--- config.mk ---
export PLATFORM = sky130hd
export DESIGN_NAME = ct_biu_lpmd_ctrl
export DESIGN_NICKNAME = d
export VERILOG_FILES = /design/src/rtl/ct_biu_lpmd_ctrl.sv
export SDC_FILE = /design/constraint.sdc
export NUM_CORES = 1
export LEC_CHECK = 0
export CELL_PAD_IN_SITES_DETAIL_PLACEMENT = 0
export CELL_PAD_IN_SITES_GLOBAL_PLACEMENT = 2
export CORE_MARGIN = 1
export CORE_UTILIZATION = 29
export DETAILED_ROUTE_END_ITERATION = 8
export PLACE_DENSITY_LB_ADDON = 0.1
export SYNTH_ARGS = -nofsm -noshare
export SYNTH_HDL_FRONTEND = slang
export SYNTH_SLANG_ARGS = --single-unit
--- constraint.sdc ---
create_clock -name forever_coreclk -period 2.2 [get_ports forever_coreclk]
set_input_delay 0.66 -clock forever_coreclk [delete_from_list [all_inputs] [get_ports forever_coreclk]]
set_output_delay 0.66 -clock forever_coreclk [all_outputs]
set_load 0.1 [all_outputs]
--- src/rtl/ct_biu_lpmd_ctrl.sv ---
// BIU low-power-mode sequencer.
// Blocks new issue, drains read/write/snoop traffic, then acknowledges and
// gates the BIU core clock. Snoops that arrive in low power briefly re-enable
// the clock. Wake-up holds issue blocked for a short settle window.
module ct_biu_lpmd_ctrl #(
  parameter int unsigned IDLE_HOLD = 4,
  parameter int unsigned WAKE_DLY  = 2
) (
  input  logic       forever_coreclk,
  input  logic       cpurst_b,
  input  logic       cp0_biu_lpmd_req,
  input  logic       biu_wake_evt,
  input  logic       read_busy,
  input  logic       write_busy,
  input  logic       snoop_ac_valid,
  input  logic       snoop_busy,
  output logic       biu_lpmd_block,
  output logic       biu_lpmd_ack,
  output logic       biu_coreclk_en,
  output logic [2:0] biu_lpmd_state
);

  localparam int unsigned IW = $clog2(IDLE_HOLD) + 1;
  localparam int unsigned WW = $clog2(WAKE_DLY) + 1;
  localparam logic [IW-1:0] IDLE_LAST = IW'(IDLE_HOLD - 1);
  localparam logic [WW-1:0] WAKE_LAST = WW'(WAKE_DLY - 1);

  typedef enum logic [2:0] {
    IDLE  = 3'd0,
    DRAIN = 3'd1,
    LPMD  = 3'd2,
    SNOOP = 3'd3,
    WAKE  = 3'd4
  } state_t;

  state_t        state, state_nxt;
  logic [IW-1:0] idle_cnt, idle_cnt_nxt;
  logic [WW-1:0] wake_cnt, wake_cnt_nxt;
  logic          all_idle;
  logic          leave_req;

  assign all_idle  = !read_busy && !write_busy && !snoop_busy && !snoop_ac_valid;
  assign leave_req = biu_wake_evt || !cp0_biu_lpmd_req;

  // State and counter registers
  always_ff @(posedge forever_coreclk or negedge cpurst_b) begin
    if (!cpurst_b) begin
      state    <= IDLE;
      idle_cnt <= '0;
      wake_cnt <= '0;
    end else begin
      state    <= state_nxt;
      idle_cnt <= idle_cnt_nxt;
      wake_cnt <= wake_cnt_nxt;
    end
  end

  // Next-state and counter update
  always_comb begin
    state_nxt    = state;
    idle_cnt_nxt = idle_cnt;
    wake_cnt_nxt = wake_cnt;
    case (state)
      IDLE: begin
        if (cp0_biu_lpmd_req) begin
          state_nxt    = DRAIN;
          idle_cnt_nxt = '0;
        end
      end
      DRAIN: begin
        // Abort wins over drain progress; the clock was never gated here.
        if (leave_req) begin
          state_nxt = IDLE;
        end else if (!all_idle) begin
          idle_cnt_nxt = '0;
        end else if (idle_cnt == IDLE_LAST) begin
          state_nxt = LPMD;
        end else begin
          idle_cnt_nxt = idle_cnt + IW'(1);
        end
      end
      LPMD: begin
        // Wake beats a coincident snoop; the snoop is served once clocks run.
        if (leave_req) begin
          state_nxt    = WAKE;
          wake_cnt_nxt = '0;
        end else if (snoop_ac_valid) begin
          state_nxt = SNOOP;
        end
      end
      SNOOP: begin
        if (leave_req) begin
          state_nxt    = WAKE;
          wake_cnt_nxt = '0;
        end else if (!snoop_ac_valid && !snoop_busy) begin
          state_nxt = LPMD;
        end
      end
      WAKE: begin
        wake_cnt_nxt = wake_cnt + WW'(1);
        if (wake_cnt == WAKE_LAST) begin
          state_nxt = IDLE;
        end
      end
      default: begin
        state_nxt = IDLE;
      end
    endcase
  end

  // Moore output decode from registered state
  always_comb begin
    biu_lpmd_block = 1'b0;
    biu_lpmd_ack   = 1'b0;
    biu_coreclk_en = 1'b1;
    case (state)
      DRAIN: begin
        biu_lpmd_block = 1'b1;
      end
      LPMD: begin
        biu_lpmd_block = 1'b1;
        biu_lpmd_ack   = 1'b1;
        biu_coreclk_en = 1'b0;
      end
      SNOOP: begin
        biu_lpmd_block = 1'b1;
        biu_lpmd_ack   = 1'b1;
      end
      WAKE: begin
        biu_lpmd_block = 1'b1;
      end
      default: begin
        biu_lpmd_block = 1'b0;
        biu_lpmd_ack   = 1'b0;
        biu_coreclk_en = 1'b1;
      end
    endcase
  end

  assign biu_lpmd_state = state;

endmodule

-- Yosys cells after proc, flatten, opt, wreduce, memory -nomap -nowiden
Cells that the tools add are included.
- bits in registers: 8
- input bits: 8
- output and inout bits: 6
- logic and storage cells: 58
- add/subtract/negate cells: 2
- eq/ne operators: 15
- mux-type cells: 20
- reduce and logical (&&, ||, !) cells: 18
- operator list (kind ; number):
    $mux W3 ; 13
    $ne A3 B3 Y1 const B ; 5
    $pmux W3 S5 ; 1
    $eq A3 B2 Y1 const B ; 3
    $ne A2 B2 Y1 const B ; 3
    $pmux W3 S2 ; 1
    $reduce_and A6 Y1 ; 1
    $logic_not A1 Y1 ; 5
    $logic_and A1 B1 Y1 ; 4
    $pmux W2 S2 ; 1
    $reduce_and A4 Y1 ; 1
    $reduce_bool A2 Y1 ; 2
    $reduce_or A4 Y1 ; 1
    $add A3 B1 Y3 const B ; 1
    $eq A3 B1 Y1 const B ; 1
    $eq A3 B3 Y1 const B ; 1
    $logic_not A3 Y1 ; 1
    $mux W1 ; 3
    $add A2 B1 Y2 const B ; 1
    $eq A2 B1 Y1 const B ; 1
    $mux W2 ; 1
    $ne A2 B1 Y1 const B ; 1
    $reduce_and A2 Y1 ; 1
    $reduce_or A2 Y1 ; 1
    $logic_or A1 B1 Y1 ; 1

-- Depth between registers and ports, before layout
Gate-level depths: netlist of run 1.
- depth after elaboration: 7
- mapped depth: 5
- gate-level depth less buffers: 5

-- Worst setup path before layout of run 1
No wires, ideal clock.
- kind: reg-to-output
- start point: register state[1], in the netlist biu_lpmd_state[1]
- end point: output biu_coreclk_en
- arrival: 3.682 ns
- required time: 1.540 ns
- setup slack: -2.142 ns
- stages on the path, launching flop included: 4
- path buffers: 1
- cell sequence: dfrtp_1 -> clkbuf_1 -> nor2b_1 -> nand2_1
- cells in the longest elaborated chain, start to end: 2
- RTL lines (what ; line ; RTL):
    start, declared ; 36 ; state_t state, state_nxt;
    start signal, assigned ; 52 ; state <= state_nxt;
    $eq A3 B2 Y1 ; 116 ; case (state)
    $mux W1 ; 116 ;
    end, declared ; 19 ; output logic biu_coreclk_en,
No other way between the ends.

-- Final worst setup path of run 1
- start point: register state[1], in the netlist biu_lpmd_state[1]
- end point: output biu_lpmd_block
- cells in the longest elaborated chain, start to end: 3
- elaborated cells on any way between the ends: 6
- those cells by class: eq/ne (4); mux (1); reduce/logical (1)
- RTL lines (what ; line ; RTL):
    $eq A3 B3 Y1 (tied with other cells) ; 116 ;
    $reduce_or A4 Y1 (no source line) (*) ; - ;
    $mux W1 (*) ; 116 ;
    end, declared ; 17 ; output logic biu_lpmd_block,
Mark *: on every way between the ends. The rest lies on a longest branch, timed or not.

==> run_summary.xml, run 1 <==
<?xml version="1.0" encoding="UTF-8"?>
<metrics>
  <group name="floorplan">
    <metric name="initial_core_util" unit="%">31.69</metric>
    <metric name="rows" unit="">14</metric>
    <metric name="core_region_area" unit="sq um">1524</metric>
    <metric name="fp.dieH" unit="um">42.81</metric>
    <metric name="floorplan.io_pins" unit="">14</metric>
    <metric name="floorplan.die_area" unit="sq um">1833</metric>
    <metric name="fp.dieW" unit="um">42.81</metric>
  </group>
  <group name="sta">
    <metric name="period_needed" unit="ns">2.049</metric>
    <metric name="layout_worst_path_cycle_share" unit="%">93.15</metric>
    <metric name="unrepaired_setup_endpoints_after_global_routing" unit="">false</metric>
    <metric name="fin_skew" unit="ns">0.009273</metric>
    <metric name="hold_viol_final" unit="">0</metric>
    <metric name="endpoints_failing_setup" unit="">0</metric>
    <metric name="slew_worst_pin" unit="ns">0.3616</metric>
    <metric name="relSlewSlack" unit="%">75.82</metric>
    <metric name="report.final.slew_viol_count" unit="">0</metric>
    <metric name="timing.fmax" unit="GHz">0.4880</metric>
  </group>
  <group name="pwr">
    <metric name="share_comb_of_total_power" unit="%">24.2</metric>
    <metric name="internal_power" unit="uW">256.5</metric>
    <metric name="power.static_leakage" unit="uW">0.0003398</metric>
    <metric name="switching_share" unit="%">29.41</metric>
    <metric name="clockPowerShare" unit="%">33.4</metric>
    <metric name="power_density" unit="nW/um^2">472.3</metric>
    <metric name="switchingPower" unit="uW">106.9</metric>
    <metric name="proportion_of_power_drawn_by_flip_flops_and_latches" unit="%">42.4</metric>
    <metric name="p_total" unit="uW">363.4</metric>
    <metric name="vdd_ir_drop_max" unit="mV">0.2219</metric>
  </group>
  <group name="critical_path">
    <metric name="cp.required" unit="ns">1.54</metric>
    <metric name="setup.worst_path.end_class" unit="">output pin</metric>
    <metric name="cell_family_contributing_the_most_delay_on_the_critical_path" unit="">flip-flops</metric>
    <metric name="cp_data_arrival_time" unit="ns">1.39</metric>
    <metric name="crit_path_max_fanout" unit="">10</metric>
    <metric name="cp_num_buf_inv" unit="">2</metric>
    <metric name="r2r_start" unit="">biu_lpmd_state[2]$_DFFE_PN0P_</metric>
    <metric name="max_stage_delay" unit="ns">0.53</metric>
    <metric name="worst_r2r_path_depth" unit="">3</metric>
    <metric name="cp_num_cells" unit="">4</metric>
    <metric name="sequence_of_cells_on_the_critical_path" unit="">nor2_1, buf_4, xnor2_4, buf_12</metric>
    <metric name="critPathLaunch" unit="">biu_lpmd_state[1]$_DFFE_PN0P_</metric>
    <metric name="crit_path_start_kind" unit="">register</metric>
    <metric name="criticalPathCategory" unit="">register to output pin</metric>
    <metric name="standard_cell_with_the_maximum_stage_delay_on_the_critical_path" unit="">sky130_fd_sc_hd__dfrtp_4</metric>
  </group>
  <group name="clock_tree">
    <metric name="cts-resized-gates" unit="">0</metric>
    <metric name="root_buffer" unit="">sky130_fd_sc_hd__clkbuf_4</metric>
    <metric name="cts_buffer_depth" unit="">2</metric>
    <metric name="post_cts_buffers" unit="">0</metric>
    <metric name="clock_buffer_count_from_cts" unit="">3</metric>
    <metric name="clock-sinks" unit="">8</metric>
    <metric name="tritoncts_clock_tree" unit="">done</metric>
    <metric name="cts-hold-fix-buffers" unit="">0</metric>
    <metric name="cts.htree.levels" unit="">1</metric>
    <metric name="worst_setup_hold_path_clk_slew" unit="ns">0.05</metric>
    <metric name="worstSkewPairLatency" unit="ns">0.26</metric>
  </group>
  <group name="synth">
    <metric name="yosys.cell_types.count" unit="">27</metric>
    <metric name="ys_async_sr_fraction" unit="%">100.0</metric>
    <metric name="syn_inst" unit="">47</metric>
    <metric name="synth_top_cells_by_area" unit="">sky130_fd_sc_hd__dfrtp_1 (41%), sky130_fd_sc_hd__ha_1 (7.8%), sky130_fd_sc_hd__nor4b_4 (4.9%)</metric>
    <metric name="dominant_cell_type_by_area_after_synthesis" unit="">sky130_fd_sc_hd__dfrtp_1</metric>
    <metric name="synthFlopType" unit="">sky130_fd_sc_hd__dfrtp_1</metric>
    <metric name="yosys_top_cell_area_share" unit="%">41.45</metric>
    <metric name="top_count_cell_post_synth" unit="">sky130_fd_sc_hd__dfrtp_1</metric>
    <metric name="synth-edff-count" unit="">0</metric>
    <metric name="synth.cell_area" unit="sq um">483.0</metric>
    <metric name="postSynthRegisterBits" unit="">8</metric>
    <metric name="syn_avg_cell_area" unit="sq um">10.28</metric>
    <metric name="synth_top_cells_by_count" unit="">sky130_fd_sc_hd__dfrtp_1 (8), sky130_fd_sc_hd__inv_1 (4)</metric>
    <metric name="yosys_warnings" unit="">0</metric>
    <metric name="synth_sequential_area_ratio" unit="%">41.45</metric>
    <metric name="synth_nets" unit="">58</metric>
  </group>
  <group name="hold_path">
    <metric name="hold_class" unit="">register to register</metric>
    <metric name="timing.hold.worst_path_depth" unit="">1</metric>
    <metric name="timing.hold.worst.start" unit="">idle_cnt[2]$_DFFE_PN0P_</metric>
  </group>
  <group name="place">
    <metric name="placedInstanceArea" unit="sq um">743.2</metric>
    <metric name="place.gp.congestion" unit="">0.7361</metric>
    <metric name="post-place-cells" unit="">75</metric>
    <metric name="numPortBuffers" unit="">13</metric>
    <metric name="hpwl" unit="um">906.9</metric>
  </group>
  <group name="detailed_routing">
    <metric name="drt-vias-per-instance" unit="">5.418</metric>
    <metric name="drt_iter0_markers" unit="">5</metric>
    <metric name="first_pass_iters" unit="">4</metric>
    <metric name="detail_route.wirelength" unit="um">1134</metric>
    <metric name="routed_wire_length_per_instance" unit="um">14.35</metric>
    <metric name="vias_post_dr" unit="">428</metric>
    <metric name="ant_nets" unit="">0</metric>
    <metric name="remaining_drc_errors" unit="">0</metric>
  </group>
  <group name="flow_run">
    <metric name="drv_cap" unit="">0</metric>
  </group>
  <group name="status">
    <metric name="result_of_the_run" unit="">finished clean</metric>
  </group>
  <group name="cells_and_area">
    <metric name="drive_above_1_share" unit="%">33.33</metric>
    <metric name="final_cell_area" unit="sq um">769.5</metric>
    <metric name="finish.utilization" unit="%">50.49</metric>
    <metric name="antennaDiodeCount" unit="">0</metric>
    <metric name="final_cell_count_no_fill" unit="">79</metric>
    <metric name="area_delta_synth_final" unit="%">59.33</metric>
    <metric name="fin_nets" unit="">75</metric>
  </group>
  <group name="global_routing">
    <metric name="grt_overflow_total" unit="">0</metric>
    <metric name="antenna_found_initial" unit="">0</metric>
    <metric name="grt_util_all_layers" unit="%">13.73</metric>
    <metric name="via_count_of_the_first_global_routing_pass" unit="">448</metric>
    <metric name="grt_start_max_net_pins" unit="">12</metric>
    <metric name="grt_pass1_wl" unit="um">1835</metric>
  </group>
</metrics>
## layer usage
metal | track usage (%) | up-vias | share of wire, %
li1 | - | 201 | -
met1 | 12.86 | 209 | 36
met2 | 25.45 | 16 | 57
met3 | 5.106 | 2 | 6.3
met4 | 6.875 | 0 | 0.71
met5 | 0 | - | 0
## layout make-up
class,instances,area (sq um)
Clock buffer,4,26.28
Fill cell,139,754.5
Inverter,4,15.01
Multi-Input combinational cell,33,301.5
Sequential cell,8,209.0
Tap cell,16,20.02
Timing Repair Buffer,14,197.7
## worst register-to-register path: cells and delay by family (launching register included)
kind / cells / cell delay (ns)
AOI/OAI and AO/OA: 1 / 0.17
DFF: 1 / 0.57
and+or+nand+nor: 2 / 0.78
## sequential cells by signal (all words and copies together), names as in the netlist
name	flops
biu_lpmd_state	3
idle_cnt	3
wake_cnt	2
## layout by cell type (no fill, tap or decap)
cell | synthesis | layout
sky130_fd_sc_hd__dfrtp_4 | 0 | 2
sky130_fd_sc_hd__mux2_1 | 1 | 1
sky130_fd_sc_hd__a22o_1 | 2 | 2
sky130_fd_sc_hd__o21ba_2 | 1 | 1
sky130_fd_sc_hd__buf_4 | 0 | 1
sky130_fd_sc_hd__o211a_1 | 1 | 1
sky130_fd_sc_hd__clkdlybuf4s50_1 | 0 | 7
sky130_fd_sc_hd__nand3_1 | 2 | 2
sky130_fd_sc_hd__xnor2_4 | 0 | 1
sky130_fd_sc_hd__a211oi_1 | 1 | 1
sky130_fd_sc_hd__a21oi_1 | 1 | 1
sky130_fd_sc_hd__clkbuf_1 | 1 | 1
sky130_fd_sc_hd__or3b_1 | 1 | 1
sky130_fd_sc_hd__nor4b_4 | 1 | 1
sky130_fd_sc_hd__or2_2 | 1 | 1
sky130_fd_sc_hd__nand2_1 | 3 | 2
sky130_fd_sc_hd__a21boi_0 | 1 | 1
sky130_fd_sc_hd__o211ai_1 | 1 | 1
sky130_fd_sc_hd__dfrtp_2 | 0 | 1
sky130_fd_sc_hd__nor2_1 | 3 | 3
sky130_fd_sc_hd__buf_12 | 0 | 6
sky130_fd_sc_hd__or4_4 | 1 | 1
sky130_fd_sc_hd__nand2_8 | 0 | 1
sky130_fd_sc_hd__clkbuf_4 | 0 | 3
sky130_fd_sc_hd__a21o_1 | 1 | 1
sky130_fd_sc_hd__nand2b_1 | 1 | 1
sky130_fd_sc_hd__dfrtp_1 | 8 | 5
sky130_fd_sc_hd__nand3b_1 | 1 | 1
sky130_fd_sc_hd__ha_1 | 3 | 3
sky130_fd_sc_hd__o221a_2 | 1 | 1
sky130_fd_sc_hd__inv_1 | 4 | 4
sky130_fd_sc_hd__o21ai_0 | 3 | 3
sky130_fd_sc_hd__nor2b_4 | 0 | 1
## cell families (layout without fill, tap and decap cells)
| logic type | Yosys count | count (layout) | synth area share (%) |
|---|---|---|---|
| flip-flops | 8 | 8 | 41.45 |
| XOR/XNOR | 1 | 1 | 1.814 |
| AO/OA/AOI/OAI | 13 | 13 | 20.47 |
| adder cells (fa/ha/maj) | 3 | 3 | 7.773 |
| buffers and inverters | 6 | 22 | 4.920 |
| multiplexers | 1 | 1 | 2.331 |
| AND/OR/NAND/NOR | 15 | 15 | 21.25 |
## metrics by stage
stage	setup TNS, ns	setup WS, ns	hold WS, ns
floorplan	-0.1677	-0.1330	0.3644
global placement	0	0.02399	0.4952
detailed placement	-0.1117	-0.06188	0.5110
CTS	0	0.1360	0.5256
global route	0	0.07702	0.5427
finish	0	0.1507	0.5283
## power groups by stage
stage | registers, uW | clock network (uW) | logic, uW
floorplan | 168 | 0 | 36.6
global placement | 157 | 0 | 87.3
detailed placement | 157 | 0 | 88.6
CTS | 154 | 126 | 88.8
global route | 154 | 136 | 92.8
finish | 154 | 121 | 88.1
## worst paths after layout
path	slack [ns]	end
worst max-delay path	0.15	biu_lpmd_block
worst min-delay path	0.53	idle_cnt[2]$_DFFE_PN0P_
worst max register to register	0.61	idle_cnt[1]$_DFFE_PN0P_
worst min register to register	0.53	idle_cnt[2]$_DFFE_PN0P_
max in group asynchronous	1.22	biu_lpmd_state[1]$_DFFE_PN0P_
min in group asynchronous	0.67	wake_cnt[0]$_DFFE_PN0P_
(Power assumes the default switching activity.)
==> run 2, diff against run 1 <==
CORE_UTILIZATION = 24   (was 29)
clock period = 1.7 ns   (was 2.2 ns; I/O delays follow)
==> run 2 against run 1 <==
Net effect: the flow now finishes with violations (negative setup slack); critical endpoint is now biu_coreclk_en; via count is 2.8% higher; wire length increased by 2.0%; combinational power increased by 50%; first-iteration DRC count up 20%; global-route usage decreased by 1.7 points.
==> run_summary.xml, run 2 (synthesis gave the netlist of run 1 again) <==
<?xml version="1.0" encoding="UTF-8"?>
<metrics>
  <group name="critical_path">
    <metric name="setup.reg_to_reg.worst_slack" unit="ns">0.08</metric>
    <metric name="setup.worst_path.end_class" unit="">output pin</metric>
    <metric name="crit_path_max_fanout" unit="">2</metric>
    <metric name="cp_data_arrival_time" unit="ns">1.24</metric>
    <metric name="critPathLaunch" unit="">biu_lpmd_state[1]$_DFFE_PN0P_</metric>
    <metric name="crit_path_start_kind" unit="">register</metric>
    <metric name="r2r_start" unit="">biu_lpmd_state[1]$_DFFE_PN0P_</metric>
    <metric name="criticalPathCategory" unit="">register to output pin</metric>
    <metric name="cp.required" unit="ns">1.19</metric>
  </group>
  <group name="detailed_routing">
    <metric name="ant_nets" unit="">0</metric>
    <metric name="drt-vias-per-instance" unit="">4.536</metric>
    <metric name="detail_route.wirelength" unit="um">1157</metric>
    <metric name="remaining_drc_errors" unit="">0</metric>
    <metric name="routed_wire_length_per_instance" unit="um">11.93</metric>
    <metric name="vias_post_dr" unit="">440</metric>
    <metric name="first_pass_iters" unit="">4</metric>
    <metric name="drt_iter0_markers" unit="">6</metric>
  </group>
  <group name="sta">
    <metric name="fin_hold_ws" unit="ns">0.5056</metric>
    <metric name="relSlewSlack" unit="%">74.94</metric>
    <metric name="unrepaired_setup_endpoints_after_global_routing" unit="">true</metric>
    <metric name="hold_viol_final" unit="">0</metric>
    <metric name="timing.fmax" unit="GHz">0.5704</metric>
    <metric name="slew_worst_pin" unit="ns">0.3747</metric>
    <metric name="fin_skew" unit="ns">0.01066</metric>
    <metric name="setup_ws" unit="ns">-0.05325</metric>
    <metric name="report.final.slew_viol_count" unit="">0</metric>
    <metric name="layout_worst_path_cycle_share" unit="%">103.1</metric>
    <metric name="period_needed" unit="ns">1.753</metric>
    <metric name="endpoints_failing_setup" unit="">4</metric>
  </group>
  <group name="status">
    <metric name="result_of_the_run" unit="">complete, but fails checks</metric>
    <metric name="violations" unit="">negative setup slack</metric>
  </group>
  <group name="cells_and_area">
    <metric name="antennaDiodeCount" unit="">0</metric>
    <metric name="final_cell_count_no_fill" unit="">97</metric>
    <metric name="drive_above_1_share" unit="%">45.83</metric>
    <metric name="final_cell_mix" unit="">sky130_fd_sc_hd__buf_4 (8), sky130_fd_sc_hd__buf_12 (6), sky130_fd_sc_hd__dfrtp_1 (5), sky130_fd_sc_hd__inv_1 (4)</metric>
    <metric name="commonest_non_fill_non_tap_cell_in_the_layout" unit="">sky130_fd_sc_hd__buf_4</metric>
    <metric name="area_delta_synth_final" unit="%">81.87</metric>
    <metric name="fin_nets" unit="">84</metric>
  </group>
  <group name="flow_run">
    <metric name="drv_cap" unit="">0</metric>
  </group>
  <group name="floorplan">
    <metric name="fp.dieW" unit="um">46.86</metric>
    <metric name="fp.dieH" unit="um">46.86</metric>
    <metric name="rows" unit="">15</metric>
    <metric name="floorplan.die_area" unit="sq um">2196</metric>
    <metric name="core_region_area" unit="sq um">1802</metric>
    <metric name="initial_core_util" unit="%">26.81</metric>
    <metric name="floorplan.io_pins" unit="">14</metric>
  </group>
  <group name="pwr">
    <metric name="power.static_leakage" unit="uW">0.0004218</metric>
    <metric name="proportion_of_power_drawn_by_flip_flops_and_latches" unit="%">40.0</metric>
    <metric name="share_comb_of_total_power" unit="%">26.7</metric>
    <metric name="vdd_ir_drop_max" unit="mV">0.2989</metric>
    <metric name="switchingPower" unit="uW">151.0</metric>
    <metric name="internal_power" unit="uW">342.8</metric>
    <metric name="switching_share" unit="%">30.58</metric>
    <metric name="clockPowerShare" unit="%">33.3</metric>
    <metric name="power_density" unit="nW/um^2">562.2</metric>
  </group>
  <group name="global_routing">
    <metric name="grt_overflow_total" unit="">0</metric>
    <metric name="grt_util_all_layers" unit="%">12.02</metric>
    <metric name="grt_pass1_wl" unit="um">1821</metric>
    <metric name="grt_start_max_net_pins" unit="">10</metric>
    <metric name="via_count_of_the_first_global_routing_pass" unit="">447</metric>
    <metric name="antenna_found_initial" unit="">0</metric>
  </group>
  <group name="place">
    <metric name="place.gp.congestion" unit="">0.7271</metric>
    <metric name="numPortBuffers" unit="">13</metric>
    <metric name="place_ws" unit="ns">-0.4017</metric>
    <metric name="hpwl" unit="um">836</metric>
    <metric name="post-place-cells" unit="">88</metric>
  </group>
  <group name="clock_tree">
    <metric name="worst_setup_hold_path_clk_slew" unit="ns">0.07</metric>
    <metric name="clock-sinks" unit="">8</metric>
    <metric name="clock_buffer_count_from_cts" unit="">3</metric>
    <metric name="tritoncts_clock_tree" unit="">done</metric>
    <metric name="cts.htree.levels" unit="">1</metric>
    <metric name="worstSkewPairLatency" unit="ns">0.26</metric>
    <metric name="cts_buffer_depth" unit="">2</metric>
    <metric name="root_buffer" unit="">sky130_fd_sc_hd__clkbuf_4</metric>
  </group>
  <group name="hold_path">
    <metric name="timing.hold.worst.start" unit="">idle_cnt[2]$_DFFE_PN0P_</metric>
    <metric name="hold_class" unit="">register to register</metric>
  </group>
</metrics>
==> run 2: cell types whose count changed in the layout (fill, tap and decap cells not counted), moves of 3 or more <==
cell / change
sky130_fd_sc_hd__dlygate4sd2_1: +3
sky130_fd_sc_hd__buf_4: +7
sky130_fd_sc_hd__clkdlybuf4s50_1: -6
sky130_fd_sc_hd__dlymetal6s2s_1: +3
==> run 2: final timing paths <==
kind	end	cells past startpoint
max	biu_coreclk_en	4
min	idle_cnt[2]$_DFFE_PN0P_	1
max reg2reg	idle_cnt[0]$_DFFE_PN0P_	6
min reg2reg	idle_cnt[2]$_DFFE_PN0P_	1
max in group asynchronous	biu_lpmd_state[0]$_DFFE_PN0P_	1
min in group asynchronous	biu_lpmd_state[1]$_DFFE_PN0P_	1
==> run 2: stage by stage <==
stage          util [%]  TNS, ns  total power (uW)  instance area [sq um]
6_report          48.75  -0.1413             493.8                  878.3
5_1_grt           48.75  -0.2808             508.3                  878.3
4_1_cts           47.22  -0.2102             499.3                  850.8
3_5_place_dp      43.68   -1.698             326.3                  787.0
3_3_place_gp      43.68   -1.736             326.3                  787.0
2_1_floorplan         -   -1.088             265.6                  556.8
==> run 2: metal layers <==
| layer | share of wire (%) | vias up | global-route usage (%) |
|---|---|---|---|
| li1 | - | 217 | - |
| met3 | 4.7 | 2 | 1.154 |
| met5 | 0 | - | 0 |
| met4 | 0.43 | 0 | 8.571 |
| met2 | 46 | 13 | 19.72 |
| met1 | 48 | 208 | 14.73 |
==> run 2: repair_timing <==
item	CTS	global route
pin swaps	5	3
hold buffers	0	0
buffers inserted	4	1
setup endpoints to repair	7	7
gates resized for setup	7	6
==> run 2: worst max-delay path: stages, from the launching register on <==
cell,delay (ns)
sky130_fd_sc_hd__dfrtp_4,0.49
sky130_fd_sc_hd__buf_6,0.12
sky130_fd_sc_hd__nor2b_4,0.14
sky130_fd_sc_hd__nand2_8,0.06
sky130_fd_sc_hd__buf_12,0.17
==> run 2: power by group through the flow <==
stage / combinational [uW] / clock (uW) / sequential, uW
floorplan: 48.5 / 0 / 217
global placement: 127 / 0 / 200
detailed placement: 126 / 0 / 200
CTS: 133 / 169 / 197
global route: 138 / 172 / 198
finish: 132 / 164 / 198
==> run 2: area by class of cell <==
class                      count  area (sq um)
tap                           25         31.28
timing repair buffer          23         280.3
fill                         181         923.4
sequential                     8         209.0
multi-input combinational     33         316.6
inverter                       4         15.01
clock buffer                   4         26.28
==> run 3, diff against run 2 <==
RECOVER_POWER = 50   (was default)
==> run 3 against run 2 <==
Net effect: the flow still finishes with violations (negative setup slack); die area is the same; sequential power is essentially flat; setup slack did not move; power about the same; fmax stayed put; sequential share of layout area is the same; clock skew is the same; cell count is the same; hold slack did not move; flip-flop and latch count unchanged; largest cell class unchanged.
==> run_summary.xml, run 3 (synthesis gave the netlist of run 1 again) <==
<?xml version="1.0" encoding="UTF-8"?>
<metrics>
  <group name="status">
    <metric name="result_of_the_run" unit="">complete, but fails checks</metric>
    <metric name="violations" unit="">negative setup slack</metric>
  </group>
  <group name="detailed_routing">
    <metric name="routed_wire_length_per_instance" unit="um">11.92</metric>
    <metric name="vias_post_dr" unit="">440</metric>
    <metric name="ant_nets" unit="">0</metric>
    <metric name="first_pass_iters" unit="">4</metric>
    <metric name="drt_iter0_markers" unit="">6</metric>
    <metric name="remaining_drc_errors" unit="">0</metric>
    <metric name="detail_route.wirelength" unit="um">1156</metric>
    <metric name="drt-vias-per-instance" unit="">4.536</metric>
  </group>
  <group name="cells_and_area">
    <metric name="commonest_non_fill_non_tap_cell_in_the_layout" unit="">sky130_fd_sc_hd__buf_4</metric>
    <metric name="fin_nets" unit="">84</metric>
    <metric name="drive_above_1_share" unit="%">45.83</metric>
    <metric name="antennaDiodeCount" unit="">0</metric>
    <metric name="area_delta_synth_final" unit="%">81.87</metric>
    <metric name="fillers" unit="">181</metric>
    <metric name="final_cell_mix" unit="">sky130_fd_sc_hd__buf_4 (8), sky130_fd_sc_hd__buf_12 (6), sky130_fd_sc_hd__dfrtp_1 (5), sky130_fd_sc_hd__inv_1 (4)</metric>
    <metric name="final_cell_count_no_fill" unit="">97</metric>
  </group>
  <group name="pwr">
    <metric name="clockPowerShare" unit="%">33.3</metric>
    <metric name="power.static_leakage" unit="uW">0.0004220</metric>
    <metric name="switchingPower" unit="uW">151.0</metric>
    <metric name="power_density" unit="nW/um^2">561.6</metric>
    <metric name="switching_share" unit="%">30.61</metric>
    <metric name="share_comb_of_total_power" unit="%">26.6</metric>
    <metric name="internal_power" unit="uW">342.3</metric>
    <metric name="vdd_ir_drop_max" unit="mV">0.2987</metric>
    <metric name="proportion_of_power_drawn_by_flip_flops_and_latches" unit="%">40.1</metric>
  </group>
  <group name="critical_path">
    <metric name="crit_path_start_kind" unit="">register</metric>
    <metric name="setup.worst_path.end_class" unit="">output pin</metric>
    <metric name="worstReg2RegEnd" unit="">idle_cnt[0]$_DFFE_PN0P_</metric>
    <metric name="crit_path_max_fanout" unit="">2</metric>
    <metric name="cp_data_arrival_time" unit="ns">1.24</metric>
    <metric name="criticalPathCategory" unit="">register to output pin</metric>
    <metric name="standard_cell_with_the_maximum_stage_delay_on_the_critical_path" unit="">sky130_fd_sc_hd__dfrtp_4</metric>
    <metric name="sequence_of_cells_on_the_critical_path" unit="">buf_6, nor2b_4, nand2_8, buf_12</metric>
    <metric name="r2r_start" unit="">biu_lpmd_state[1]$_DFFE_PN0P_</metric>
    <metric name="max_stage_delay" unit="ns">0.49</metric>
    <metric name="worst_r2r_path_depth" unit="">6</metric>
    <metric name="setup.reg_to_reg.worst_slack" unit="ns">0.08</metric>
    <metric name="cp.required" unit="ns">1.19</metric>
  </group>
  <group name="place">
    <metric name="post-place-cells" unit="">88</metric>
    <metric name="numPortBuffers" unit="">13</metric>
    <metric name="hpwl" unit="um">836</metric>
    <metric name="place.gp.congestion" unit="">0.7271</metric>
  </group>
  <group name="sta">
    <metric name="relSlewSlack" unit="%">74.60</metric>
    <metric name="slew_worst_pin" unit="ns">0.3797</metric>
    <metric name="endpoints_failing_setup" unit="">4</metric>
    <metric name="period_needed" unit="ns">1.753</metric>
    <metric name="fin_tns_setup" unit="ns">-0.1413</metric>
    <metric name="layout_worst_path_cycle_share" unit="%">103.1</metric>
    <metric name="report.final.slew_viol_count" unit="">0</metric>
    <metric name="fin_skew" unit="ns">0.01066</metric>
    <metric name="setup_ws" unit="ns">-0.05325</metric>
    <metric name="unrepaired_setup_endpoints_after_global_routing" unit="">true</metric>
    <metric name="hold_viol_final" unit="">0</metric>
    <metric name="timing.fmax" unit="GHz">0.5704</metric>
  </group>
  <group name="global_routing">
    <metric name="grt_overflow_total" unit="">0</metric>
    <metric name="via_count_of_the_first_global_routing_pass" unit="">447</metric>
    <metric name="grt_start_max_net_pins" unit="">10</metric>
    <metric name="grt_util_all_layers" unit="%">12.02</metric>
    <metric name="antenna_found_initial" unit="">0</metric>
    <metric name="grt_pass1_wl" unit="um">1821</metric>
  </group>
  <group name="clock_tree">
    <metric name="worst_setup_hold_path_clk_slew" unit="ns">0.07</metric>
    <metric name="clock_buffer_count_from_cts" unit="">3</metric>
    <metric name="clock-sinks" unit="">8</metric>
    <metric name="cts.htree.levels" unit="">1</metric>
    <metric name="cts-hold-fix-buffers" unit="">0</metric>
    <metric name="cts_buffer_depth" unit="">2</metric>
    <metric name="tritoncts_clock_tree" unit="">done</metric>
    <metric name="root_buffer" unit="">sky130_fd_sc_hd__clkbuf_4</metric>
    <metric name="worstSkewPairLatency" unit="ns">0.26</metric>
  </group>
  <group name="flow_run">
    <metric name="drv_cap" unit="">0</metric>
  </group>
  <group name="floorplan">
    <metric name="core_region_area" unit="sq um">1802</metric>
    <metric name="floorplan.io_pins" unit="">14</metric>
    <metric name="initial_core_util" unit="%">26.81</metric>
    <metric name="rows" unit="">15</metric>
    <metric name="fp.dieW" unit="um">46.86</metric>
    <metric name="floorplan.die_area" unit="sq um">2196</metric>
    <metric name="fp.dieH" unit="um">46.86</metric>
  </group>
  <group name="hold_path">
    <metric name="timing.hold.worst_path_depth" unit="">1</metric>
    <metric name="timing.hold.worst.start" unit="">idle_cnt[2]$_DFFE_PN0P_</metric>
    <metric name="hold_end" unit="">idle_cnt[2]$_DFFE_PN0P_</metric>
    <metric name="hold_class" unit="">register to register</metric>
  </group>
</metrics>
[run 3: cell types whose count changed in the layout (fill, tap and decap cells not counted)]
cell	change
sky130_fd_sc_hd__clkdlybuf4s50_1	-1
sky130_fd_sc_hd__dlygate4sd3_1	+1
[run 3: worst max-delay path by stage]
stage,end,startpoint,slack (ns),cells past startpoint
after floorplan,biu_coreclk_en,biu_lpmd_state[1]$_DFFE_PN0P_,-0.48,3
after global placement,biu_lpmd_state[0]$_DFFE_PN0P_,read_busy,-0.41,4
after detailed placement,biu_lpmd_state[0]$_DFFE_PN0P_,read_busy,-0.40,4
after CTS,biu_coreclk_en,biu_lpmd_state[1]$_DFFE_PN0P_,-0.06,4
after global routing,biu_coreclk_en,biu_lpmd_state[1]$_DFFE_PN0P_,-0.09,4
final,biu_coreclk_en,biu_lpmd_state[1]$_DFFE_PN0P_,-0.05,4
[run 3: final cells by class]
class,count,area (sq um),area share (%)
sequential,8,209.0,23.79
tap,25,31.28,3.561
multi-input combinational,33,316.6,36.04
clock buffer,4,26.28,2.991
inverter,4,15.01,1.709
timing repair buffer,23,280.3,31.91
[run 3: critical path, delay by kind of cell, from the launching register on]
kind | cells | cell delay, ns
flip-flops | 1 | 0.49
buffers and inverters | 2 | 0.29
AND/OR/NAND/NOR | 2 | 0.20
[run 3: routing by layer]
metal	global-route usage [%]	up-vias	share of wire (%)
li1	-	217	-
met1	14.73	208	48
met2	19.72	13	46
met3	1.154	2	4.7
met4	8.571	0	0.43
met5	0	-	0
[run 3: stage by stage]
step           setup WS (ns)  instance area [sq um]  power [uW]  hold WS, ns  util [%]
2_1_floorplan        -0.4830                  556.8       265.6       0.2144         -
3_3_place_gp         -0.4066                  787.0       326.3       0.4921     43.68
3_5_place_dp         -0.4017                  787.0       326.3       0.4977     43.68
4_1_cts             -0.06247                  850.8       499.3       0.5094     47.22
5_1_grt             -0.09007                  878.3       507.9       0.5374     48.75
6_report            -0.05325                  878.3       493.3       0.5056     48.75
[run 3: timing repair]
item,CTS,global route
gates cloned,0,0
buffers inserted,4,1
setup endpoints to repair,7,7
pin swaps,5,3
gates resized for setup,7,6
[run 3: power by group through the flow]
stage                     Combinational (uW)  Sequential (uW)  Clock (uW)
final                                    131              198         164
after global routing                     137              198         172
after global placement                   127              200           0
after CTS                                133              197         169
after floorplan                         48.5              217           0
after detailed placement                 126              200           0
